$ cat config.mk
export PLATFORM = sky130hd
export DESIGN_NAME = ingress_port_arbiter
export DESIGN_NICKNAME = d
export VERILOG_FILES = /design/src/rtl/ingress_port_arbiter.sv
export SDC_FILE = /design/constraint.sdc
export NUM_CORES = 1
export LEC_CHECK = 0
export BUFFER_PORTS_ARGS = -buffer_cell sky130_fd_sc_hd__buf_2
export CORE_ASPECT_RATIO = 2
export CORE_MARGIN = 3
export CORE_UTILIZATION = 46
export DETAILED_ROUTE_END_ITERATION = 8
export MAX_ROUTING_LAYER = met4
export PLACE_DENSITY = 0.85
export SLEW_MARGIN = 20
export SYNTH_ARGS = -nofsm -noshare
export SYNTH_HDL_FRONTEND = slang
export SYNTH_SLANG_ARGS = --single-unit
$ cat constraint.sdc
create_clock -name aclk -period 3 [get_ports aclk]
set_clock_uncertainty 0.15 [all_clocks]
set_input_delay 0 -clock aclk [delete_from_list [all_inputs] [get_ports aclk]]
set_output_delay 0 -clock aclk [all_outputs]
set_load 0.02 [all_outputs]
$ cat src/rtl/ingress_port_arbiter.sv
// ingress_port_arbiter
//   Merges four AXI-Stream ingress ports into one stream toward the switch
//   fabric. Arbitration is round-robin at frame granularity, so beats of
//   different frames never interleave. Frames longer than MAX_BEATS are cut:
//   the last forwarded beat is marked tlast+tuser and the rest of the frame
//   is dropped. A saturating counter records how many frames were cut.
//
// Ports
//   aclk            fabric clock, rising edge
//   areset_n        synchronous active-low reset
//   s_tvalid[3:0]   per-port beat valid (bit i = port i)
//   s_tready[3:0]   per-port beat ready
//   s_tdata[127:0]  per-port data, port i at [32i+31:32i]
//   s_tkeep[15:0]   per-port byte enables, port i at [4i+3:4i]
//   s_tuser[3:0]    per-port error flag
//   s_tlast[3:0]    per-port end of frame
//   m_t*            merged output stream (m_tready is the only input)
//   m_tid[1:0]      source port of the current output beat
//   trunc_count     saturating count of truncated frames
module ingress_port_arbiter #(
  parameter int MAX_BEATS = 388
) (
  input  logic         aclk,
  input  logic         areset_n,
  input  logic [3:0]   s_tvalid,
  output logic [3:0]   s_tready,
  input  logic [127:0] s_tdata,
  input  logic [15:0]  s_tkeep,
  input  logic [3:0]   s_tuser,
  input  logic [3:0]   s_tlast,
  output logic         m_tvalid,
  input  logic         m_tready,
  output logic [31:0]  m_tdata,
  output logic [3:0]   m_tkeep,
  output logic         m_tuser,
  output logic         m_tlast,
  output logic [1:0]   m_tid,
  output logic [15:0]  trunc_count
);

  localparam int CNT_W = $clog2(MAX_BEATS + 1);

  typedef enum logic [1:0] {S_IDLE, S_FORWARD, S_DISCARD} state_t;

  state_t           r_state, w_state_next;
  logic [1:0]       r_grant, w_grant_next;
  logic [1:0]       r_rr_ptr, w_rr_ptr_next;
  logic [CNT_W-1:0] r_beat_cnt, w_beat_cnt_next;
  logic [15:0]      r_trunc_count, w_trunc_count_next;

  logic             r_m_tvalid;
  logic [31:0]      r_m_tdata;
  logic [3:0]       r_m_tkeep;
  logic             r_m_tuser;
  logic             r_m_tlast;
  logic [1:0]       r_m_tid;

  logic [31:0]      w_port_data [4];
  logic [3:0]       w_port_keep [4];
  logic [31:0]      w_sel_data;
  logic [3:0]       w_sel_keep;
  logic             w_sel_valid, w_sel_user, w_sel_last;
  logic [3:0]       w_tready;
  logic             w_out_free, w_accept, w_at_limit, w_trunc;
  logic [1:0]       w_pick;

  for (genvar gi = 0; gi < 4; gi++) begin : g_port
    assign w_port_data[gi] = s_tdata[32*gi +: 32];
    assign w_port_keep[gi] = s_tkeep[4*gi +: 4];
  end

  assign w_sel_data  = w_port_data[r_grant];
  assign w_sel_keep  = w_port_keep[r_grant];
  assign w_sel_valid = s_tvalid[r_grant];
  assign w_sel_user  = s_tuser[r_grant];
  assign w_sel_last  = s_tlast[r_grant];

  // The output register can take a new beat when empty or being drained.
  assign w_out_free = !r_m_tvalid || m_tready;

  // Ready is forced low while reset is held so nothing is consumed upstream.
  always_comb begin
    w_tready = '0;
    if (areset_n) begin
      case (r_state)
        S_FORWARD: w_tready[r_grant] = w_out_free;
        S_DISCARD: w_tready[r_grant] = 1'b1;
        default:   w_tready = '0;
      endcase
    end
  end

  assign s_tready   = w_tready;
  assign w_accept   = w_sel_valid && w_tready[r_grant];
  assign w_at_limit = (r_beat_cnt == CNT_W'(MAX_BEATS - 1));
  assign w_trunc    = (r_state == S_FORWARD) && w_accept && w_at_limit && !w_sel_last;

  // First requesting port at or after rr_ptr. Scanning offsets downward lets
  // the smallest offset win without a found flag.
  always_comb begin
    w_pick = r_rr_ptr;
    for (int k = 3; k >= 0; k--) begin
      if (s_tvalid[r_rr_ptr + 2'(k)]) begin
        w_pick = r_rr_ptr + 2'(k);
      end
    end
  end

  always_comb begin
    w_state_next       = r_state;
    w_grant_next       = r_grant;
    w_rr_ptr_next      = r_rr_ptr;
    w_beat_cnt_next    = r_beat_cnt;
    w_trunc_count_next = r_trunc_count;
    case (r_state)
      S_IDLE: begin
        if (|s_tvalid) begin
          w_grant_next    = w_pick;
          w_beat_cnt_next = '0;
          w_state_next    = S_FORWARD;
        end
      end
      S_FORWARD: begin
        if (w_accept) begin
          if (w_sel_last) begin
            w_rr_ptr_next   = r_grant + 2'd1;
            w_beat_cnt_next = '0;
            w_state_next    = S_IDLE;
          end else if (w_at_limit) begin
            w_beat_cnt_next = '0;
            w_state_next    = S_DISCARD;
            if (r_trunc_count != 16'hFFFF) begin
              w_trunc_count_next = r_trunc_count + 16'd1;
            end
          end else begin
            w_beat_cnt_next = r_beat_cnt + CNT_W'(1);
          end
        end
      end
      S_DISCARD: begin
        if (w_accept && w_sel_last) begin
          w_rr_ptr_next = r_grant + 2'd1;
          w_state_next  = S_IDLE;
        end
      end
      default: w_state_next = S_IDLE;
    endcase
  end

  always_ff @(posedge aclk) begin
    if (!areset_n) begin
      r_state       <= S_IDLE;
      r_grant       <= '0;
      r_rr_ptr      <= '0;
      r_beat_cnt    <= '0;
      r_trunc_count <= '0;
    end else begin
      r_state       <= w_state_next;
      r_grant       <= w_grant_next;
      r_rr_ptr      <= w_rr_ptr_next;
      r_beat_cnt    <= w_beat_cnt_next;
      r_trunc_count <= w_trunc_count_next;
    end
  end

  // Output register: loads only beats forwarded in FORWARD; discarded beats
  // never reach it. Holds its contents while stalled.
  always_ff @(posedge aclk) begin
    if (!areset_n) begin
      r_m_tvalid <= 1'b0;
      r_m_tdata  <= '0;
      r_m_tkeep  <= '0;
      r_m_tuser  <= 1'b0;
      r_m_tlast  <= 1'b0;
      r_m_tid    <= '0;
    end else if ((r_state == S_FORWARD) && w_accept) begin
      r_m_tvalid <= 1'b1;
      r_m_tdata  <= w_sel_data;
      r_m_tkeep  <= w_sel_keep;
      r_m_tuser  <= w_sel_user || w_trunc;
      r_m_tlast  <= w_sel_last || w_trunc;
      r_m_tid    <= r_grant;
    end else if (m_tready) begin
      r_m_tvalid <= 1'b0;
    end
  end

  assign m_tvalid    = r_m_tvalid;
  assign m_tdata     = r_m_tdata;
  assign m_tkeep     = r_m_tkeep;
  assign m_tuser     = r_m_tuser;
  assign m_tlast     = r_m_tlast;
  assign m_tid       = r_m_tid;
  assign trunc_count = r_trunc_count;

endmodule

# After elaboration in Yosys (flattened, before gate mapping)
# Cells that the tools add are included.
[word_totals] ff_bits=72 inputBits=159 out_inout_bits=61 elab_cells=104
[op_classes] n_addsub=6 n_lt_le_gt_ge=7 eq_ne=9 mux=47 bitwise_logic=3 n_reduce_logical=21
[ops] operator="$bmux W32 S2" n=1
[ops] operator="$mux W32" n=2
[ops] operator="$mux W9" n=4
[ops] operator="$mux W2" n=12
[ops] operator="$pmux W9 S2" n=1
[ops] operator="$add A16 B1 Y16 const B" n=1
[ops] operator="$bmux W1 S2" n=8
[ops] operator="$ne A16 B16 Y1 const B" n=1
[ops] operator="$lt A2 B3 Y1 const B" n=5
[ops] operator="$mux W4" n=3
[ops] operator="$mux W1" n=11
[ops] operator="$add A9 B1 Y9 const B" n=1
[ops] operator="$eq A9 B9 Y1 const B" n=1
[ops] operator="$bmux W4 S2" n=1
[ops] operator="$ne A2 B2 Y1 const B" n=4
[ops] operator="$pmux W4 S2" n=1
[ops] operator="$reduce_and A4 Y1" n=2
[ops] operator="$logic_and A1 B1 Y1" n=6
[ops] operator="$pmux W2 S3" n=1
[ops] operator="$reduce_bool A2 Y1" n=3
[ops] operator="$reduce_and A5 Y1" n=1
[ops] operator="$add A2 B1 Y2 const B" n=2
[ops] operator="$add A2 B2 Y2 const B" n=2
[ops] operator="$and A4 B4 Y4" n=1
[ops] operator="other kinds (15)" n=18

# Longest topological paths before layout
# Gate-level depths: netlist (run 1).
[logic_depth] depth_word=14 ltp_mapped=10 depth_no_buf=7

# Least setup slack after synthesis (run 1)
# Ideal clock, no wire load.
[synth_path] path_type="flip-flop to flip-flop" startpoint="reg r_grant[0]" endpoint="reg r_beat_cnt[2]" setup_time_ns=0.072 t_arrival_ns=2.314 t_required_ns=2.778 path_slack_ns=0.464 stages_incl_launch_ff=10 n_path_buf=2 synth_period_minus_slack_ns=2.536 path_cell_list="dfxtp_1 -> clkbuf_1 -> inv_1 -> ha_1 -> and2_1 -> mux4_2 -> o211ai_2 -> buf_2 -> o21ai_1 -> a21oi_1"
[synth_between] elab_chain_cells=12 elab_cells_between_ends=20 cone_classes="order compare (2); eq/ne (1); mux (13); bitwise (1); reduce/logical (3)"
[synth_rtl] item="from (decl)" line_no="46" source="logic [1:0] r_grant, w_grant_next;"
[synth_rtl] item="from (signal assigned)" line_no="159" source="r_grant <= w_grant_next;"
[synth_rtl] item="$lt A2 B3 Y1 (not written as such) or $ge A2 B1 Y1 (tied branches)" line_no="86, 87"
[synth_rtl] item="$logic_and A1 B1 Y1 (not written as such)" line_no="86, 87"
[synth_rtl] item="$mux W1 (not written as such)" line_no="86, 87"
[synth_rtl] item="$demux W1 S2" line_no="86, 87"
[synth_rtl] item="$and A4 B4 Y4 (no source line)"
[synth_rtl] item="$pmux W4 S2" line_no="85" source="case (r_state)"
[synth_rtl] item="$mux W4" line_no="84" source="if (areset_n) begin"
[synth_rtl] item="$bmux W1 S2" line_no="94" source="assign w_accept = w_sel_valid && w_tready[r_grant];"
[synth_rtl] item="$mux W1 (not written as such)" line_no="94"
[synth_rtl] item="$logic_and A1 B1 Y1" line_no="94"
[synth_rtl] item="$ne A2 B2 Y1 (no source line)"
[synth_rtl] item="$reduce_and A3 Y1 (no source line)"
[synth_rtl] item="to (signal assigned)" line_no="161" source="r_beat_cnt <= w_beat_cnt_next;"
[synth_rtl] item="to (decl)" line_no="48" source="logic [CNT_W-1:0] r_beat_cnt, w_beat_cnt_next;"
# Several ways; a longest one is shown, not always the timed one. The select of a mux whose other input is x is not followed.
# A chain may end at the register's enable or synchronous reset.

# Final worst setup path (run 1)
[layout_path] startpoint="reg r_beat_cnt[0]" endpoint="reg r_trunc_count[15], in the netlist trunc_count[15]"
[layout_between] elab_chain_cells=2
[layout_rtl] item="$eq A9 B9 Y1" line_no="95" source="assign w_at_limit = (r_beat_cnt == CNT_W'(MAX_BEATS - 1));"
[layout_rtl] item="$reduce_and A5 Y1 (no source line)"
[layout_rtl] item="to (signal assigned)" line_no="162" source="r_trunc_count <= w_trunc_count_next;"
[layout_rtl] item="to (decl)" line_no="49" source="logic [15:0] r_trunc_count, w_trunc_count_next;"
# Every way passes these cells.

==> qor.csv, run 1 <==
metric,value,unit
Max Slew Vio Count,0,
HP Class,in2reg,
H-Tree Depth,3,
total power,2.45,mW
Via density,5.89,
design area,0.00597,mm2
CTS tree,done,
vias,4743,
fin nets,866,
FMAX,0.363,GHz
P_leak,2.48,nW
Inserted Clock Buffers,9,
Worst-Skew Late Latency,0.33,ns
final antenna-violating net count,0,
fill cell count,654,
#FFs+latches synth,72,
Tot GR Track Use,28.3,%
Cells after Synth,457,
actual slew at the worst max-slew pin,0.683,ns
I/O pin cnt,220,
Area after DPL,0.00536,mm2
initial antenna violation count,2,
post-synthesis cell type count,48,
critical path class,reg2reg,
IO Port Bufs,219,
gr ovfl total,0,
Synthesized Nets,625,
Final Hold Vio Count,0,
Worst EP required,3.11,ns
crit end category,register,
status,"complete, no violations",
CTS root buf,clkbuf_16,
crit path time final,2.76,ns
share of cells above drive strength 1,41.4,%
Residual DRC,0,
Synth async-reset ratio,0,%
Initial Util,47.8,%
clk slew on worst S/H paths,0.06,ns
placeable core area,0.00877,mm2
HPWL Detailed,10.6,mm
yosys warns,0,
setup violators final,0,
CTS Buffer Depth,2,
CTS resizes,0,
DRT Pass-1 Iters,5,
Clock power frac,41.3,%
syn avg cell area,9.18,um2
switch share,24.6,%
Final Cycle Share,91.9,%
PD cells,410,mW/mm2
switching power,603,uW
Comb pwr share,18.7,%
RSZ-0062 raised after global routing,false,
area grow syn2layout,42.4,%
Post-synth EDFFs,0,
CP max FO,27,
post-CTS setup buffer count,0,
max_slew headroom,54.4,%
Max-Cap Viols,0,
"Seq/Total Area, Yosys",34.4,%
most frequent cells in the layout,"buf_2, nand2_1, dfxtp_1",
final wirelength,14.2,mm
Final Wtd Congestion,0.955,
Routed WL per cell,17.6,um
total negative slack,0,ns
largest net degree at the start of global routing,41,
Die X,73.5,um
first-pass GRT wire length,22.2,mm
vias in the first global route,4784,
Worst setup SP type,register,
die height,141,um
Post-synth top flop,dfxtp_1,
die area,0.0104,mm2
Post-Synthesis Cell Area,0.00420,mm2
worst vdd ir,0.000292,V
Detailed Route Iter0 Violations,350,
clk sinks,72,
"leading cell type in the layout, fill and taps excluded",buf_2,
sequential share of power,40.0,%
hold_buf cts,32,
row cnt,48,
"Arr. time, crit path",2.86,ns
Pint,1.85,mW
[power groups by stage]
stage	Combinational (mW)	Clock, mW	Sequential [mW]
floorplan	0.241	0	1.00
global placement	0.388	0	1.00
detailed placement	0.402	0	1.00
CTS	0.452	1.03	0.980
global route	0.498	1.07	0.982
finish	0.457	1.01	0.981
[registers in the layout, summed over array words and instances, names as in the netlist]
name,count
m_tdata,32
trunc_count,16
r_beat_cnt,9
m_tkeep,4
m_tid,2
r_grant,2
r_rr_ptr,2
r_state,2
m_tlast,1
m_tuser,1
m_tvalid,1
[final cells by class]
cell class              count  area (um2)  area share [%]
clock buffers              13         270            4.52
clock inverters             3        15.0           0.251
flip-flops and latches     72        1440            24.2
well taps                 100         125            2.09
repair buffers            261        1490            25.0
multi-input cells         340        2570            43.0
diodes                      2        5.00          0.0838
inverters                  14        52.6           0.880
[through the flow]
stage | utilization (%) | worst slack [ns] | hold slack, ns | instances
final | 68.1 | 0.243 | 0.00573 | 805
after detailed placement | 61.2 | 0.260 | 0.137 | 755
after global routing | 68.1 | 0.0631 | 0.00567 | 805
after floorplan | - | 0.464 | 0.0276 | 457
after global placement | 61.2 | 0.369 | 0.131 | 755
after CTS | 68.1 | 0.245 | 0.000996 | 803
[synth_stat cells, drive strengths merged (2+ instances only)]
cell,instances,share of area [%]
o21ai,13,1.6
nand2,92,8.2
and3,2,0.30
a21oi,63,7.5
and4,2,0.42
nor3,3,0.36
nand4,4,0.60
a31oi,2,0.30
nand3,15,2.1
and2,11,1.6
nor2,13,1.2
inv,14,1.3
o31ai,11,2.0
ha,9,2.7
dfxtp,72,34
mux4,39,21
nor2b,2,0.30
buf,9,1.2
mux2i,6,1.4
nor3b,2,0.36
nand2b,7,1.0
clkbuf,22,2.0
or4,11,2.0
o211ai,2,0.48
nor4,7,1.4
or3,9,1.3
[final timing paths]
path              slack, ns              end  depth (start not counted)          start
setup / recovery       0.24  trunc_count[15]                          6  r_beat_cnt[0]
hold / removal        0.006      m_tdata[31]                          4   s_tdata[127]
setup reg to reg       0.24  trunc_count[15]                          6  r_beat_cnt[0]
hold reg to reg        0.30      m_tdata[23]                          2    m_tdata[23]
[logic make-up (layout without fill, tap and decap cells)]
group	after synthesis	count (layout)	synth area share, %
xor+xnor	1	1	0.209
simple gates	182	182	21.8
compound gates	103	103	14.2
other cells	0	2	0
fa+ha+maj	9	9	2.68
buf+inv	45	291	4.38
flops	72	72	34.4
mux	45	45	22.4
[per-layer routing]
layer  wire length (um)  global-route usage [%]  vias to the layer above
met1               4880                    30.1                     2247
met5                  0                       -                        -
met4                634                    13.9                        0
met2               7660                    48.6                      267
li1                   -                       -                     2179
met3               1000                    5.28                       50
[critical path, stage by stage, from the launching register on]
cell	delay [ns]
dfxtp_1	0.40
ha_1	0.23
or4bb_1	0.56
nor4_4	0.35
nand3_4	0.27
or4_1	0.55
a21oi_1	0.16
(Power assumes the default switching activity.)
==> run 2, diff against run 1 <==
--- a/config.mk
+++ b/config.mk
@@ -6,7 +6,6 @@
 export NUM_CORES = 1
 export LEC_CHECK = 0
 export BUFFER_PORTS_ARGS = -buffer_cell sky130_fd_sc_hd__buf_2
-export CORE_ASPECT_RATIO = 2
 export CORE_MARGIN = 3
 export CORE_UTILIZATION = 46
 export DETAILED_ROUTE_END_ITERATION = 8
==> qor.csv, run 2 (same netlist as run 1, synthesis figures left out) <==
metric,value,unit
status,"complete, no violations",
largest net degree at the start of global routing,41,
actual slew at the worst max-slew pin,0.690,ns
Max-Cap Viols,0,
design area,0.00617,mm2
CTS root buf,clkbuf_8,
setup violators final,0,
max_slew headroom,54.0,%
Inserted Clock Buffers,9,
FMAX,0.368,GHz
Max Slew Vio Count,0,
most frequent cells in the layout,"buf_2, nand2_1, dfxtp_1",
Worst-Skew Late Latency,0.34,ns
final wirelength,15.4,mm
Die X,102,um
Pint,1.74,mW
switch share,26.8,%
die area,0.0103,mm2
Routed WL per cell,18.4,um
CP max FO,27,
Detailed Route Iter0 Violations,241,
DRT Pass-1 Iters,5,
vias,4865,
hold_buf cts,56,
critical path class,reg2reg,
Crit. Startpoint,r_beat_cnt[0],
placeable core area,0.00881,mm2
H-Tree Depth,3,
clk slew on worst S/H paths,0.08,ns
HPWL Detailed,10.7,mm
IO Port Bufs,219,
RSZ-0062 raised after global routing,false,
Tot GR Track Use,30.3,%
CTS resizes,0,
final antenna-violating net count,0,
area grow syn2layout,47.1,%
Area after DPL,0.00538,mm2
Clock power frac,37.3,%
first-pass GRT wire length,23.6,mm
max reg flops,32,
initial antenna violation count,1,
CTS Buffer Depth,2,
HP Class,in2reg,
Initial Util,47.6,%
clk sinks,72,
r2r startpoint,r_beat_cnt[0],
"leading cell type in the layout, fill and taps excluded",buf_2,
share of cells above drive strength 1,40.2,%
total power,2.37,mW
P_leak,2.56,nW
Via density,5.81,
sequential share of power,41.3,%
CTS tree,done,
post-CTS setup buffer count,0,
final worst slack,0.286,ns
fin nets,891,
hold path startpoint,s_tdata[20],
crit path time final,2.71,ns
Final Cycle Share,90.5,%
total negative slack,0,ns
die height,102,um
switching power,634,uW
I/O pin cnt,220,
Final Hold Vio Count,0,
Final Wtd Congestion,0.918,
Worst EP required,3.11,ns
Worst setup SP type,register,
Comb pwr share,21.4,%
Residual DRC,0,
crit end category,register,
fill cell count,652,
gr ovfl total,0,
worst vdd ir,0.000210,V
vias in the first global route,4813,
PD cells,384,mW/mm2
dpl ws,0.289,ns
"Arr. time, crit path",2.83,ns
row cnt,34,
run 2: power groups by stage:
stage / Sequential, mW / Combinational, mW / Clock [mW]
2_1_floorplan: 1.00 / 0.241 / 0
6_report: 0.980 / 0.507 / 0.884
3_3_place_gp: 1.00 / 0.388 / 0
4_1_cts: 0.980 / 0.491 / 0.900
5_1_grt: 0.983 / 0.543 / 0.944
3_5_place_dp: 1.00 / 0.403 / 0
run 2: final cells by class:
cell class / instances / area (um2) / share of cell area [%]
Multi-Input combinational cell: 340 / 2570 / 41.7
Timing Repair Buffer: 286 / 1740 / 28.2
Tap cell: 108 / 135 / 2.19
Antenna cell: 1 / 2.50 / 0.0406
Clock inverter: 7 / 103 / 1.66
Sequential cell: 72 / 1440 / 23.4
Clock buffer: 9 / 124 / 2.01
Inverter: 14 / 52.6 / 0.852
run 2: path summary, 6_finish.rpt:
| check | cells after the start | to | slack (ns) |
|---|---|---|---|
| hold / removal | 4 | m_tdata[20] | 0.009 |
| setup / recovery | 6 | trunc_count[7] | 0.29 |
| hold reg to reg | 2 | m_tdata[17] | 0.31 |
| setup reg to reg | 6 | trunc_count[7] | 0.29 |
run 2: through the flow:
step	cells	util, %	hold slack (ns)
after global routing	837	70.1	0.0246
after detailed placement	764	61.1	0.143
final	837	70.1	0.00865
after CTS	836	70.0	0.0000717
after floorplan	457	-	0.0276
after global placement	764	61.1	0.130
run 2: metal layers:
layer | GRT usage, % | wire length (um) | vias to the layer above | share of wire [%]
met3 | 6.13 | 1290 | 63 | 8.4
met4 | 12.6 | 614 | 0 | 4.0
li1 | - | - | 2221 | -
met2 | 50.3 | 7840 | 306 | 51
met5 | - | 0 | - | 0
met1 | 36.0 | 5690 | 2275 | 37
run 2: worst max-delay path: stages (launching register included):
cell,delay [ns]
dfxtp_1,0.41
ha_1,0.23
or4bb_1,0.56
nor4_4,0.35
nand3_4,0.27
or4_1,0.53
a21oi_1,0.15
==> run 3, diff against run 2 <==
--- a/config.mk
+++ b/config.mk
@@ -5,12 +5,12 @@
 export SDC_FILE = /design/constraint.sdc
 export NUM_CORES = 1
 export LEC_CHECK = 0
+export ABC_AREA = 1
 export BUFFER_PORTS_ARGS = -buffer_cell sky130_fd_sc_hd__buf_2
-export CORE_MARGIN = 3
-export CORE_UTILIZATION = 46
+export CORE_MARGIN = 8
+export CORE_UTILIZATION = 47
 export DETAILED_ROUTE_END_ITERATION = 8
-export MAX_ROUTING_LAYER = met4
-export PLACE_DENSITY = 0.85
+export PLACE_DENSITY = 0.86
 export SLEW_MARGIN = 20
 export SYNTH_ARGS = -nofsm -noshare
 export SYNTH_HDL_FRONTEND = slang
==> qor.csv, run 3 <==
metric,value,unit
status,"complete, no violations",
CP max FO,70,
"Seq/Total Area, Yosys",32.7,%
r2r startpoint,r_grant[0],
final antenna-violating net count,0,
FMAX,0.367,GHz
Max-Cap Viols,0,
worst-case reg-to-reg path depth,12,
Cells after Synth,704,
Post-synth top flop,dfxtp_1,
actual slew at the worst max-slew pin,0.548,ns
initial antenna violation count,3,
R2R Path End,m_tdata[13],
"leading cell type in the layout, fill and taps excluded",buf_2,
Synth async-reset ratio,0,%
Hold EP,r_beat_cnt[1],
Initial Util,48.2,%
Final Cycle Share,90.8,%
CTS root buf,clkbuf_8,
yosys warns,0,
max_slew headroom,63.3,%
Detailed Route Iter0 Violations,824,
Area after DPL,0.00550,mm2
DRT Pass-1 Iters,7,
largest net degree at the start of global routing,71,
hold path startpoint,s_tlast[2],
CTS Buffer Depth,2,
syn avg cell area,6.26,um2
Hold Path Depth,6,
clk sinks,72,
Post-synth EDFFs,0,
Worst-Skew Late Latency,0.35,ns
post-CTS setup buffer count,0,
fill cell count,572,
Final Non-Filler Cells,1151,
first-pass GRT wire length,33.9,mm
"Arr. time, crit path",2.84,ns
die area,0.0127,mm2
placeable core area,0.00915,mm2
most frequent cells in the layout,"buf_2, nor2_1, dlygate4sd3_1",
crit path time final,2.72,ns
RSZ-0062 raised after global routing,false,
final wirelength,21.9,mm
Placed Instances,1000,
Tot GR Track Use,32.9,%
crit end category,register,
reg2reg setup slack,0.28,ns
crit-path max cell delay,0.37,ns
Residual DRC,0,
#FFs+latches synth,72,
most common library cells after synthesis,"nor2_1, o21ai_0, nand2_1, dfxtp_1, inv_1",
Post-Synthesis Cell Area,0.00441,mm2
crit path cell chain,inv_2 -> ha_1 -> inv_1 -> nor2_1 -> nand3_1 -> nand2_1 -> nand3_2 -> nand2_4 -> nand2_2 -> inv_8 -> o21ai_0 -> a31oi_1,
P_leak,3.23,nW
I/O pin cnt,220,
row cnt,35,
vias in the first global route,6803,
Final Hold Vio Count,0,
vias,6775,
Via density,5.89,
CTS tree,done,
die height,113,um
area grow syn2layout,58.9,%
clk slew on worst S/H paths,0.08,ns
share of cells above drive strength 1,25.1,%
critical path class,reg2reg,
Worst EP required,3.12,ns
post-synthesis cell type count,35,
most frequent cell after synthesis,nor2_1,
Die X,113,um
fin nets,1199,
total negative slack,0,ns
Inserted Clock Buffers,9,
H-Tree Depth,3,
Final Wtd Congestion,0.902,
design area,0.00701,mm2
Synthesized Nets,872,
FF+latch area,0.00144,mm2
Worst setup SP type,register,
PD cells,644,mW/mm2
HP Class,in2reg,
Max Slew Vio Count,0,
worst vdd ir,0.000387,V
top cell type's share of synthesized area,32.7,%
largest cells by area after synthesis,"dfxtp_1, nor2_1, o21ai_0",
Crit-path slowest cell,dfxtp_2,
IO Port Bufs,219,
multi-input gate area in the final layout,0.00253,mm2
Routed WL per cell,19.0,um
Yosys top cell by area,dfxtp_1,
gr ovfl total,0,
setup violators final,0,
max reg flops,32,
HPWL Detailed,11.7,mm
run 3: layer usage:
layer	global-route usage, %	vias up	wire, um
li1	-	3003	-
met1	34.8	3008	7550
met2	55.0	588	10000
met3	10.1	176	2690
met4	23.4	0	1600
met5	0	-	0
run 3: worst max path at each step:
stage	from	slack [ns]	endpoint
6_report	r_grant[0]	0.28	m_tdata[13]
5_1_grt	r_state[1]	0.04	m_tdata[13]
4_1_cts	r_state[1]	0.41	m_tdata[6]
3_5_place_dp	r_grant[0]	0.41	m_tdata[13]
3_3_place_gp	r_grant[0]	0.54	m_tdata[2]
2_1_floorplan	r_grant[0]	0.65	m_tuser
run 3: final cells by class:
cell class	count	area share [%]
Sequential cell	72	20.6
Inverter	60	3.32
Clock inverter	6	0.607
Timing Repair Buffer	358	35.2
Clock buffer	10	1.96
Tap cell	111	1.98
Multi-Input combinational cell	530	36.2
Antenna cell	4	0.143
run 3: cell families (layout without fill, tap and decap cells):
logic type               Yosys count  in the layout  synth area share (%)
AO/OA/AOI/OAI                    204            204                  24.5
XOR/XNOR                           5              5                 0.993
adder cells (fa/ha/maj)            9              9                  2.55
buffers and inverters            102            434                  9.82
flip-flops                        72             72                  32.7
other                              0              4                     0
AND/OR/NAND/NOR                  312            312                  29.5
run 3: repair_timing:
action / CTS / global route
resized for setup: 0 / 1
hold buffers: 131 / 0
setup endpoints to repair: 0 / 2
hold endpoints to repair: 39 / 0
run 3: where the power goes:
part / switching, mW / internal [mW] / leakage (nW)
logic: 1.57 / 1.06 / 2.56
clock network: 0.393 / 0.324 / 0.0887
registers: 0.100 / 1.07 / 0.582
run 3: through the flow:
step / power, mW / utilization, % / setup WS (ns) / hold slack, ns
2_1_floorplan: 2.50 / - / 0.651 / 0.0251
3_3_place_gp: 2.96 / 60.1 / 0.541 / 0.160
3_5_place_dp: 2.99 / 60.1 / 0.411 / 0.161
4_1_cts: 4.22 / 76.4 / 0.410 / 0.0358
5_1_grt: 4.75 / 76.5 / 0.0361 / 0.0644
6_report: 4.51 / 76.6 / 0.277 / 0.0327
run 3: critical path: cells and delay by family, from the launching register on:
kind            cells  cell delay, ns
buf+inv             3            0.71
flops               1            0.37
simple gates        6            0.77
compound gates      2            0.43
fa+ha+maj           1            0.22
